**src/rtl/demux_4_1_buffered.sv**
```systemverilog
// Buffered 1-to-4 demultiplexer: a single valid/ready source is steered by
// in_select into one of four independent FIFOs. Each FIFO drains through its
// own valid/ready port, so destinations can stall without losing words.
// Outputs come straight from registered state; in_ready never depends on
// out_ready, so a full target refuses a word even while it is draining.
module demux_4_1_buffered #(
    parameter int WIDTH = 12,
    parameter int DEPTH = 2
) (
    input  logic             clk,
    input  logic             rst,
    input  logic [WIDTH-1:0] in_data,
    input  logic [1:0]       in_select,
    input  logic             in_valid,
    output logic             in_ready,
    output logic [WIDTH-1:0] out_data0,
    output logic [WIDTH-1:0] out_data1,
    output logic [WIDTH-1:0] out_data2,
    output logic [WIDTH-1:0] out_data3,
    output logic [3:0]       out_valid,
    input  logic [3:0]       out_ready
);

    localparam int NUM_DEST = 4;
    localparam int PTR_W    = (DEPTH > 1) ? $clog2(DEPTH) : 1;
    localparam int CNT_W    = $clog2(DEPTH + 1);

    localparam logic [CNT_W-1:0] CNT_FULL = CNT_W'(DEPTH);
    localparam logic [CNT_W-1:0] CNT_ONE  = CNT_W'(1);
    localparam logic [PTR_W-1:0] PTR_ONE  = PTR_W'(1);

    // Per-destination storage and bookkeeping. Pointers wrap naturally
    // because DEPTH is a power of two; count tells full from empty.
    logic [WIDTH-1:0] mem    [NUM_DEST][DEPTH];
    logic [PTR_W-1:0] rd_ptr [NUM_DEST];
    logic [PTR_W-1:0] wr_ptr [NUM_DEST];
    logic [CNT_W-1:0] count  [NUM_DEST];

    logic [NUM_DEST-1:0] push;
    logic [NUM_DEST-1:0] pop;

    // Source may hand over a word whenever the selected FIFO is not full.
    assign in_ready = (count[in_select] != CNT_FULL);

    // Decode the accepted word into a one-hot push and form per-FIFO pops.
    always_comb begin
        // NOTE: every always_comb output gets a default before any
        // conditional assignment, otherwise synthesis infers a latch.
        push = '0;
        for (int f = 0; f < NUM_DEST; f++) begin
            out_valid[f] = (count[f] != '0);
        end
        if (in_valid && in_ready) begin
            push[in_select] = 1'b1;
        end
        pop = out_valid & out_ready;
    end

    // Head word of each FIFO, read directly from the registered storage.
    assign out_data0 = mem[0][rd_ptr[0]];
    assign out_data1 = mem[1][rd_ptr[1]];
    assign out_data2 = mem[2][rd_ptr[2]];
    assign out_data3 = mem[3][rd_ptr[3]];

    // FIFO state update: write on push, advance read on pop, track count.
    always_ff @(posedge clk) begin
        if (!rst) begin
            for (int f = 0; f < NUM_DEST; f++) begin
                rd_ptr[f] <= '0;
                wr_ptr[f] <= '0;
                count[f]  <= '0;
                // NOTE: the storage itself is cleared here so every out_data
                // reads 0 after reset; this costs a reset on each entry.
                for (int e = 0; e < DEPTH; e++) begin
                    mem[f][e] <= '0;
                end
            end
        end else begin
            for (int f = 0; f < NUM_DEST; f++) begin
                // NOTE: sequential state uses non-blocking assignments so
                // every read in this block sees the pre-edge values.
                if (push[f]) begin
                    mem[f][wr_ptr[f]] <= in_data;
                    wr_ptr[f]         <= wr_ptr[f] + PTR_ONE;
                end
                if (pop[f]) begin
                    rd_ptr[f] <= rd_ptr[f] + PTR_ONE;
                end
                case ({push[f], pop[f]})
                    2'b10:   count[f] <= count[f] + CNT_ONE;
                    2'b01:   count[f] <= count[f] - CNT_ONE;
                    default: count[f] <= count[f];
                endcase
            end
        end
    end

endmodule

```
**config.mk**
```make
export PLATFORM = sky130hd
export DESIGN_NAME = demux_4_1_buffered
export DESIGN_NICKNAME = d
export VERILOG_FILES = /design/src/rtl/demux_4_1_buffered.sv
export SDC_FILE = /design/constraint.sdc
export NUM_CORES = 1
export LEC_CHECK = 0
export BUFFER_PORTS_ARGS = -buffer_cell sky130_fd_sc_hd__buf_2
export CAP_MARGIN = 20
export CORE_MARGIN = 4
export CORE_UTILIZATION = 51
export DETAILED_ROUTE_END_ITERATION = 8
export PLACE_DENSITY = 0.75
export SYNTH_ARGS = -nofsm -noshare
export SYNTH_HDL_FRONTEND = slang
export SYNTH_SLANG_ARGS = --single-unit
```
**constraint.sdc**
```tcl
create_clock -name clk -period 2.2 [get_ports clk]
set_clock_uncertainty 0.2 [all_clocks]
set_input_delay 0.22 -clock clk [delete_from_list [all_inputs] [get_ports clk]]
set_output_delay 0.22 -clock clk [all_outputs]
set_load 0.05 [all_outputs]
```
**After elaboration in Yosys (flattened, before gate mapping)**

Memories as Yosys holds them, arrays and structs flattened.
Cells that the tools add are included.

- Memories kept: 4
- RAM bits: 112
- Output and inout bits: 53
- Register bits after elaboration: 0
- Input bits: 21
- Word-level logic and storage cells: 386

- Reduce and logical (&&, ||, !) cells: 14
- Bitwise logic cells: 125
- Add/sub/neg operators: 16
- Equality and inequality tests: 9
- Multiplexer cells: 204
- Order comparisons: 14

Memory list:

| name | words | width | rd ports | clocked after Yosys merged registers in | wr ports | RTL line | text |
|---|---|---|---|---|---|---|---|
| mem | 4 | 24 | 4 | 0 | 4 | 34 | `logic [WIDTH-1:0] mem [NUM_DEST][DEPTH];` |
| count | 4 | 2 | 5 | 0 | 4 | 37 | `logic [CNT_W-1:0] count [NUM_DEST];` |
| rd_ptr | 4 | 1 | 4 | 0 | 4 | 35 | `logic [PTR_W-1:0] rd_ptr [NUM_DEST];` |
| wr_ptr | 4 | 1 | 4 | 0 | 4 | 36 | `logic [PTR_W-1:0] wr_ptr [NUM_DEST];` |

Operators by type and width:

| operator | count |
|---|---|
| $mux W12 | 16 |
| $mux W1 | 166 |
| $or A1 B1 Y1 | 116 |
| $mux W24 | 4 |
| $demux W12 S1 | 4 |
| $mux W2 | 12 |
| $ge A2 B2 Y1 const B | 8 |
| $not A1 Y2 | 8 |
| $add A1 B1 Y1 const B | 8 |
| $add A2 B1 Y2 const B | 4 |
| $eq A2 B1 Y1 const B | 4 |
| $eq A2 B2 Y1 const B | 4 |
| $lt A2 B1 Y1 const B | 4 |
| $reduce_bool A2 Y1 | 4 |
| $reduce_or A2 Y1 | 4 |
| $sub A2 B1 Y2 const B | 4 |
| $logic_and A1 B1 Y1 | 6 |
| $and A4 B4 Y4 | 1 |
| $mux W4 | 1 |
| $lt A2 B3 Y1 const B | 1 |
| $demux W1 S2 | 1 |
| $ge A2 B1 Y1 const B | 1 |
| $ne A2 B2 Y1 const B | 1 |

**Depth between registers and ports, before layout**

Gate-level depths: netlist (run 1).

- Depth in word-level cells: 12
- Mapped depth: 8

**Worst setup path after synthesis (run 1)**

Ideal clock, no wire load.

- Path kind: register to register
- Start point: memory count[1][1] in the netlist's numbering
- End point: memory mem[1][0] in the netlist's numbering (enable)
- Stages on the path, launching flop included: 4
- Arrival: 1.657 ns
- Library setup time: 0.398 ns
- Path slack: -0.055 ns
- Cells stage by stage: edfxtp_1 nand2b_1 nand4b_1 o21ai_0

RTL lines:

| what | RTL line |
|---|---|
| start: declaration | 37 |
| end: declaration | 34 |

==> results of run 1 <==
metal layers:
layer  GRT usage  vias to the layer above  share of wire
met2       0.313                       78           0.50
met4      0.0631                        0          0.021
li1            -                     1660              -
met5           0                        -              0
met1       0.236                     1614           0.43
met3      0.0472                       18          0.050
state kept, by name, indices dropped and copies added, names as in the netlist:
register	count
mem	96
count	8
rd_ptr	4
wr_ptr	4
worst paths after layout:
| check | slack [ps] | depth (start not counted) | to | start |
|---|---|---|---|---|
| max | 100 | 3 | out_data3[2] | rd_ptr[3] |
| min | 80 | 3 | rd_ptr[3] | out_ready[3] |
| max reg2reg | 120 | 7 | count[1][1] | count[1][0] |
| min reg2reg | 260 | 2 | mem[3][21] | mem[3][21] |
per-stage QoR:
stage	power, mW	instance area, sq um	hold slack [ps]
6_report	4.72	6050	76.3
3_3_place_gp	3.42	5670	239
3_5_place_dp	3.45	5670	247
4_1_cts	4.74	6010	58.1
5_1_grt	4.91	6050	70.3
2_1_floorplan	3.21	5110	172
cell usage after synthesis (4+ instances only):
library cell	instances
a21oi_1	12
and2_1	30
buf_1	6
buf_2	5
clkbuf_1	8
dfxtp_1	42
edfxtp_1	70
ha_1	9
inv_1	13
mux2_2	48
mux2i_1	40
nand2_1	73
nand2b_1	6
nor2_1	7
nor3b_1	5
o21ai_0	11
or3_1	4
xnor2_1	6
timing repair:
item                       4_1_cts  5_1_grt
hold buffers                    12        0
hold endpoints to repair        52        0
setup endpoints to repair        2       33
pin swaps                        1        1
gates resized for setup          1       10
setup buffers                    1        2
layout make-up:
cell class | instances | area (sq um) | area share
repair buffers | 106 | 643 | 0.106
flip-flops and latches | 112 | 2950 | 0.487
multi-input cells | 276 | 2030 | 0.336
clock inverters | 7 | 86.3 | 0.0143
clock buffers | 9 | 124 | 0.0205
inverters | 13 | 48.8 | 0.00807
well taps | 133 | 166 | 0.0275
report_power, final:
group / switching (mW) / internal [mW]
Clock: 0.744 / 0.549
Sequential: 0.0767 / 2.35
Combinational: 0.666 / 0.337
Total: 1.49 / 3.23
worst max-delay path, stage by stage (launching register included):
cell      delay, ps
edfxtp_1        470
buf_4           240
mux2_2          380
buf_2           220
cells by family after synthesis:
family	count (synthesis)	synth area share
adders and majority gates	9	0.0220
AOI/OAI and AO/OA	28	0.0299
DFF	112	0.576
muxes	88	0.184
and+or+nand+nor	145	0.147
buffers and inverters	35	0.0306
xor gates and xnor gates	6	0.0103
==> impl_metrics.py, run 1 <==
metrics = {
    "placement": {
        "dp_slack_ps": 28.8,
        "place.gp.congestion": 0.826,
        "dp.cells": 625,
        "dp_hpwl_mm": 7.40,
        "port_buffers": 73,
    },
    "worst_setup_path": {
        "worstPathRequired_ps": 1780,
        "crit_arrival_ps": 1680,
        "start_kind": "flop",
        "path_class": "reg -> out",
        "cp-end-kind": "output pin",
        "critPathMaxFanout": 9,
    },
    "route": {
        "drt_wl_total_mm": 10.3,
        "drt_pre_antenna_iters": 4,
        "via_count": 3370,
        "vias_per_cell": 5.14,
        "drt-initial-drc-count": 169,
        "avgRoutedWirePerCell_microns": 15.7,
        "drc_errors": 0,
        "ant_nets": 0,
    },
    "yosys": {
        "avgSynthCellArea_sq_um": 12.1,
        "syn-num-nets": 453,
        "yosysTopAreaCellShare": 0.412,
        "syn_area_sq_um": 5110,
        "synthDistinctLibCells": 36,
        "ys_warn_count": 0,
        "synthCells": 423,
        "ys_ff_latch": 112,
        "yosys.area.top_type": "edfxtp_1",
        "synth_enable_flop_cells": 70,
        "synth_flop_cell": "edfxtp_1",
        "synth_seq_area_share": 0.576,
        "synthTopCellsByArea": "edfxtp_1 (41%), dfxtp_1 (16%), mux2_2 (11%), mux2i_1 (7.8%), nand2_1 (5.4%)",
        "synth-async-reset-ratio": 0,
    },
    "pwr": {
        "vdd_drop_max_v": 0.000352,
        "power_density_nw_per_um2": 781,
        "p_leak_nw": 2.45,
    },
    "run_status": {
        "status": "completed",
    },
    "final_layout": {
        "fillCellCount": 792,
        "final_cells": 656,
        "antenna_cells": 0,
        "area_growth_pct": 18.4,
        "drive_gt1_frac": 0.329,
        "nets": 548,
        "final_cell_mix": "nand2_1 (73), buf_2 (73), edfxtp_1 (70), mux2_2 (48)",
        "final_core_util": 0.619,
    },
    "floorplan": {
        "die-area_sq_um": 11700,
        "start_util": 0.523,
        "ios": 74,
        "die_w_microns": 108,
        "row_count": 36,
        "fp.dieH_microns": 108,
        "core_area_sq_um": 9770,
    },
    "grt": {
        "grt_pass1_vias": 3512,
        "grt_pass1_wl_mm": 16.8,
        "overflow": 0,
        "antenna_found_initial": 0,
        "grt_start_max_net_pins": 61,
        "grt_usage": 0.187,
    },
    "worst_hold_path": {
        "hold_path_class": "in -> reg",
    },
    "clock_network": {
        "cts_sinks": 112,
        "cts-root-buf": "clkbuf_8",
        "cts.clk_slew.worst_paths_ps": 100,
        "clk_path_buf_depth": 2,
        "cts-buffers-inserted": 9,
        "tritoncts": "yes",
        "clk_latency_ps": 390,
        "ctsHtreeMaxLevel": 3,
    },
    "timing": {
        "timing.fmax_mhz": 475,
        "drv_slew": 0,
        "setup_viol": 0,
        "tightest_slew_ps": 545,
        "hold_viol": 0,
        "finalWorstPathRequiredPeriod_ps": 2100,
        "maxSlewHeadroom": 0.637,
        "timing.final.crit_share": 0.956,
        "tns_ps": 0,
        "fin_ws_ps": 96.3,
    },
    "job": {
        "maxCapViolations": 0,
    },
}
Power figures use the tool's default switching activity.
==> inputs of run 2 (changes only) <==
--- a/config.mk
+++ b/config.mk
@@ -7,6 +7,7 @@
 export LEC_CHECK = 0
 export BUFFER_PORTS_ARGS = -buffer_cell sky130_fd_sc_hd__buf_2
 export CAP_MARGIN = 20
+export CORE_ASPECT_RATIO = 2
 export CORE_MARGIN = 4
 export CORE_UTILIZATION = 51
 export DETAILED_ROUTE_END_ITERATION = 8
==> run 2 against run 1 <==
Compared with the run above: global-route usage up 1.1 points; non-clock buffer count down 7; count of clock-buffer cells in the layout up 5; critical path depth down 1; final area up 0.12%; routed wire length up 7.6%; die area up 0.83%; sequential power about the same; register-to-register slack better by 40 ps.
==> impl_metrics.py, run 2 (synthesis gave the netlist of run 1 again) <==
metrics = {
    "grt": {
        "grt_use_met1": 0.205,
        "antenna_found_initial": 0,
        "grt_usage": 0.198,
        "grt_pass1_vias": 3589,
        "overflow": 0,
        "busiest_layer": "met2",
        "use_met2": 0.373,
        "grt_start_max_net_pins": 52,
        "grt_pass1_wl_mm": 17.7,
        "grtUsageMet3": 0.0361,
    },
    "final_layout": {
        "top_regs": "mem x96, count x8",
        "antenna_cells": 0,
        "final_core_util": 0.620,
        "regArea_sq_um": 2940,
        "multi_input_area_sq_um": 2040,
        "final_cell_mix": "nand2_1 (73), buf_2 (73), edfxtp_1 (70), mux2_2 (48), dfxtp_1 (42)",
        "area_growth_pct": 18.5,
        "largest-register": "mem",
        "largest_reg_flops": 96,
        "drive_gt1_frac": 0.328,
        "nets": 541,
        "fillCellCount": 795,
    },
    "timing": {
        "tns_ps": 0,
        "drv_slew": 0,
        "finalWorstPathRequiredPeriod_ps": 2110,
        "hold_viol": 0,
        "maxSlewHeadroom": 0.584,
        "timing.fmax_mhz": 474,
        "timing.final.crit_share": 0.959,
        "tightest_slew_ps": 623,
        "setup_viol": 0,
        "fin_ws_ps": 89.6,
    },
    "pwr": {
        "total_power_mw": 5.01,
        "power_density_nw_per_um2": 828,
        "p_leak_nw": 2.46,
        "vdd_drop_max_v": 0.000580,
    },
    "placement": {
        "port_buffers": 73,
        "dp_hpwl_mm": 8.36,
        "dp_slack_ps": -37.6,
        "place.gp.congestion": 0.800,
    },
    "run_status": {
        "status": "completed",
    },
    "floorplan": {
        "die-area_sq_um": 11800,
        "core_area_sq_um": 9760,
        "row_count": 51,
        "die_w_microns": 78.8,
        "start_util": 0.523,
        "ios": 74,
        "fp.dieH_microns": 150,
    },
    "worst_setup_path": {
        "critPathMaxFanout": 13,
        "worstPathRequired_ps": 1780,
        "start_kind": "flop",
        "crit_arrival_ps": 1690,
        "path_class": "reg -> out",
        "cp-end-kind": "output pin",
    },
    "route": {
        "avgRoutedWirePerCell_microns": 17.1,
        "drt-initial-drc-count": 244,
        "vias_per_cell": 5.20,
        "ant_nets": 0,
        "drt_pre_antenna_iters": 4,
        "drc_errors": 0,
        "via_count": 3367,
        "drt_wl_total_mm": 11.1,
    },
    "clock_network": {
        "cts_sinks": 112,
        "cts.clk_slew.worst_paths_ps": 70,
        "cts-buffers-inserted": 9,
        "ctsHtreeMaxLevel": 3,
        "clk_path_buf_depth": 2,
        "cts-root-buf": "clkbuf_16",
        "clk_latency_ps": 350,
        "tritoncts": "yes",
    },
    "worst_hold_path": {
        "hold_path_class": "in -> reg",
    },
    "job": {
        "maxCapViolations": 0,
    },
}
[run 2: changes by cell type in the layout (fill, tap and decap cells not counted), sizes merged]
cell,delta
inv,-2
buf,+2
clkinv,-2
dlygate4sd3,-9
bufinv,-1
clkbuf,+5
[run 2: path summary, 6_finish.rpt]
kind,startpoint,to,slack (ps),cells after the start
worst max register to register,count[0][1],count[0][1],160,6
worst min register to register,mem[3][13],mem[3][13],250,2
worst max-delay path,rd_ptr[0],out_data0[10],90,2
worst min-delay path,in_data[3],mem[0][15],6,2
[run 2: final cells by class]
class / count / area share
sequential: 112 / 0.486
timing repair buffer: 99 / 0.0938
clock buffer: 14 / 0.0453
clock inverter: 2 / 0.00207
multi-input combinational: 276 / 0.337
tap: 132 / 0.0273
inverter: 13 / 0.00806
[run 2: repair_timing]
action                                  CTS  global route
pin swaps                                 1             1
hold buffers                              3             0
buffers inserted                          1             2
gates resized for setup                   1             9
endpoints found under the hold margin     4             0
endpoints found under the setup margin    2            11
[run 2: power by group]
part           internal, mW  total, mW  switching [mW]  leakage (nW)
registers              2.35       2.44          0.0897          1.07
logic                 0.335       1.00           0.669          1.25
clock network         0.863       1.57           0.706         0.141
total                  3.55       5.01            1.46          2.46
[run 2: per-stage QoR]
stage / std cells / instance area, sq um / hold WS [ps]
after floorplan: 423 / 5110 / 172
after global placement: 626 / 5680 / 239
after detailed placement: 626 / 5680 / 248
after CTS: 646 / 6010 / 2.62
after global routing: 648 / 6050 / 21.8
final: 648 / 6050 / 5.89
[run 2: metal layers]
layer	part of all wire	up-vias
li1	-	1648
met1	0.37	1617
met3	0.038	26
met5	0	-
met4	0.035	0
met2	0.56	76
[run 2: critical path, stage by stage, from the launching register on]
cell,delay [ps]
dfxtp_1,720
mux2_2,410
buf_2,210
==> inputs of run 3 (changes only) <==
--- a/config.mk
+++ b/config.mk
@@ -12,6 +12,7 @@
 export CORE_UTILIZATION = 51
 export DETAILED_ROUTE_END_ITERATION = 8
 export PLACE_DENSITY = 0.75
+export RECOVER_POWER = 25
 export SYNTH_ARGS = -nofsm -noshare
 export SYNTH_HDL_FRONTEND = slang
 export SYNTH_SLANG_ARGS = --single-unit
==> run 3 against run 2 <==
Compared with the run above: cell count stayed put; final area is 0.50% lower; core utilization is 0.31 points lower; largest power group unchanged; power is 0.18% lower; largest cell class unchanged; combinational power hardly changed; register-to-register slack hardly changed; flip-flop and latch count stayed put.
==> impl_metrics.py, run 3 (synthesis gave the netlist of run 1 again) <==
metrics = {
    "run_status": {
        "status": "completed",
    },
    "final_layout": {
        "drive_gt1_frac": 0.320,
        "largest-register": "mem",
        "largest_reg_flops": 96,
        "fin_area_sq_um": 6020,
        "area_growth_pct": 18.0,
        "final_cell_mix": "nand2_1 (73), buf_2 (73), edfxtp_1 (70), mux2_2 (48), dfxtp_1 (42)",
        "nets": 541,
        "top_regs": "mem x96, count x8",
        "antenna_cells": 0,
    },
    "grt": {
        "grt_pass1_vias": 3589,
        "antenna_found_initial": 0,
        "overflow": 0,
        "grt_usage": 0.198,
        "grt_pass1_wl_mm": 17.7,
        "grt_start_max_net_pins": 52,
    },
    "placement": {
        "port_buffers": 73,
        "placed_area_sq_um": 5680,
        "dp_slack_ps": -37.6,
        "place.gp.congestion": 0.800,
        "dp_hpwl_mm": 8.36,
    },
    "floorplan": {
        "ios": 74,
        "die_w_microns": 78.8,
        "fp.dieH_microns": 150,
        "die-area_sq_um": 11800,
        "start_util": 0.523,
        "core_area_sq_um": 9760,
        "row_count": 51,
    },
    "worst_setup_path": {
        "critPathMaxStageDelay_ps": 710,
        "critPathMaxFanout": 13,
        "slowest_stage": "dfxtp_1",
        "path_buf_inv": 1,
        "crit_arrival_ps": 1680,
        "cp_top_family": "flip-flops",
        "cp-end-kind": "output pin",
        "path_class": "reg -> out",
        "crit_chain": "mux2_2 > buf_2",
        "worstPathRequired_ps": 1780,
        "start_kind": "flop",
    },
    "pwr": {
        "vdd_drop_max_v": 0.000581,
        "power_density_nw_per_um2": 830,
        "power_frac_seq": 0.487,
        "comb_power_share": 0.199,
        "power_frac_clock": 0.313,
        "p_leak_nw": 2.43,
        "total_power_mw": 5.00,
        "swShare": 0.292,
        "p_int_mw": 3.54,
        "p_sw_mw": 1.46,
    },
    "timing": {
        "tightest_slew_ps": 616,
        "finalWorstPathRequiredPeriod_ps": 2100,
        "tns_ps": 0,
        "whs_ps": 8.29,
        "timing.fmax_mhz": 475,
        "setup_viol": 0,
        "hold_viol": 0,
        "timing.final.crit_share": 0.956,
        "fin_ws_ps": 95.8,
        "maxSlewHeadroom": 0.589,
        "drv_slew": 0,
    },
    "clock_network": {
        "ctsHtreeMaxLevel": 3,
        "tritoncts": "yes",
        "cts_sinks": 112,
        "cts.clk_slew.worst_paths_ps": 70,
        "cts-buffers-inserted": 9,
        "cts-root-buf": "clkbuf_16",
        "clk_latency_ps": 350,
        "clk_path_buf_depth": 2,
    },
    "route": {
        "drc_errors": 0,
        "drt_pre_antenna_iters": 4,
        "ant_nets": 0,
        "avgRoutedWirePerCell_microns": 17.1,
        "via_count": 3377,
        "drt_wl_total_mm": 11.1,
        "drt-initial-drc-count": 232,
        "vias_per_cell": 5.21,
    },
    "job": {
        "maxCapViolations": 0,
    },
    "worst_hold_path": {
        "hold_path_class": "in -> reg",
    },
}
-- run 3: path summary, 6_finish.rpt --
check	startpoint	end	slack, ps	cells after the start
setup / recovery	rd_ptr[0]	out_data0[10]	100	2
hold / removal	in_data[3]	mem[0][15]	8	2
setup reg to reg	count[0][1]	count[0][1]	170	6
hold reg to reg	mem[3][13]	mem[3][13]	250	2
-- run 3: routing by layer --
metal / vias up / GRT usage / routed length (microns) / part of all wire
li1: 1649 / - / - / -
met1: 1620 / 0.205 / 4030 / 0.36
met2: 83 / 0.373 / 6190 / 0.56
met3: 25 / 0.0361 / 463 / 0.042
met4: 0 / 0.0937 / 382 / 0.034
met5: - / 0 / 0 / 0
-- run 3: final cells by class --
class / instances / area, sq um
multi-input combinational: 276 / 2030
inverter: 13 / 48.8
timing repair buffer: 99 / 549
clock inverter: 2 / 12.5
clock buffer: 14 / 274
fill: 802 / 3740
tap: 132 / 165
sequential: 112 / 2940
-- run 3: metrics by stage --
stage / std cells / utilization
floorplan: 423 / -
global placement: 626 / 0.582
detailed placement: 626 / 0.582
CTS: 646 / 0.616
global route: 648 / 0.617
finish: 648 / 0.617
-- run 3: timing repair --
item                       in CTS  in global routing
buffers inserted                1                  2
gates resized for setup         1                  9
hold endpoints to repair        4                  0
setup endpoints to repair       2                 11
hold buffers                    3                  0
pin swaps                       1                  1
-- run 3: worst reg2reg max path, cell delays in order, from the launching register on --
cell      delay (ps)
edfxtp_1         390
buf_4            160
o21ai_1          260
inv_1             90
ha_1             250
or3_1            380
a21boi_0         160
-- run 3: power groups by stage --
stage / sequential (mW) / combinational, mW / clock (mW)
after CTS: 2.44 / 0.992 / 1.58
after global placement: 2.48 / 0.960 / 0
final: 2.44 / 0.997 / 1.57
after floorplan: 2.44 / 0.769 / 0
after global routing: 2.45 / 1.07 / 1.66
after detailed placement: 2.48 / 0.980 / 0
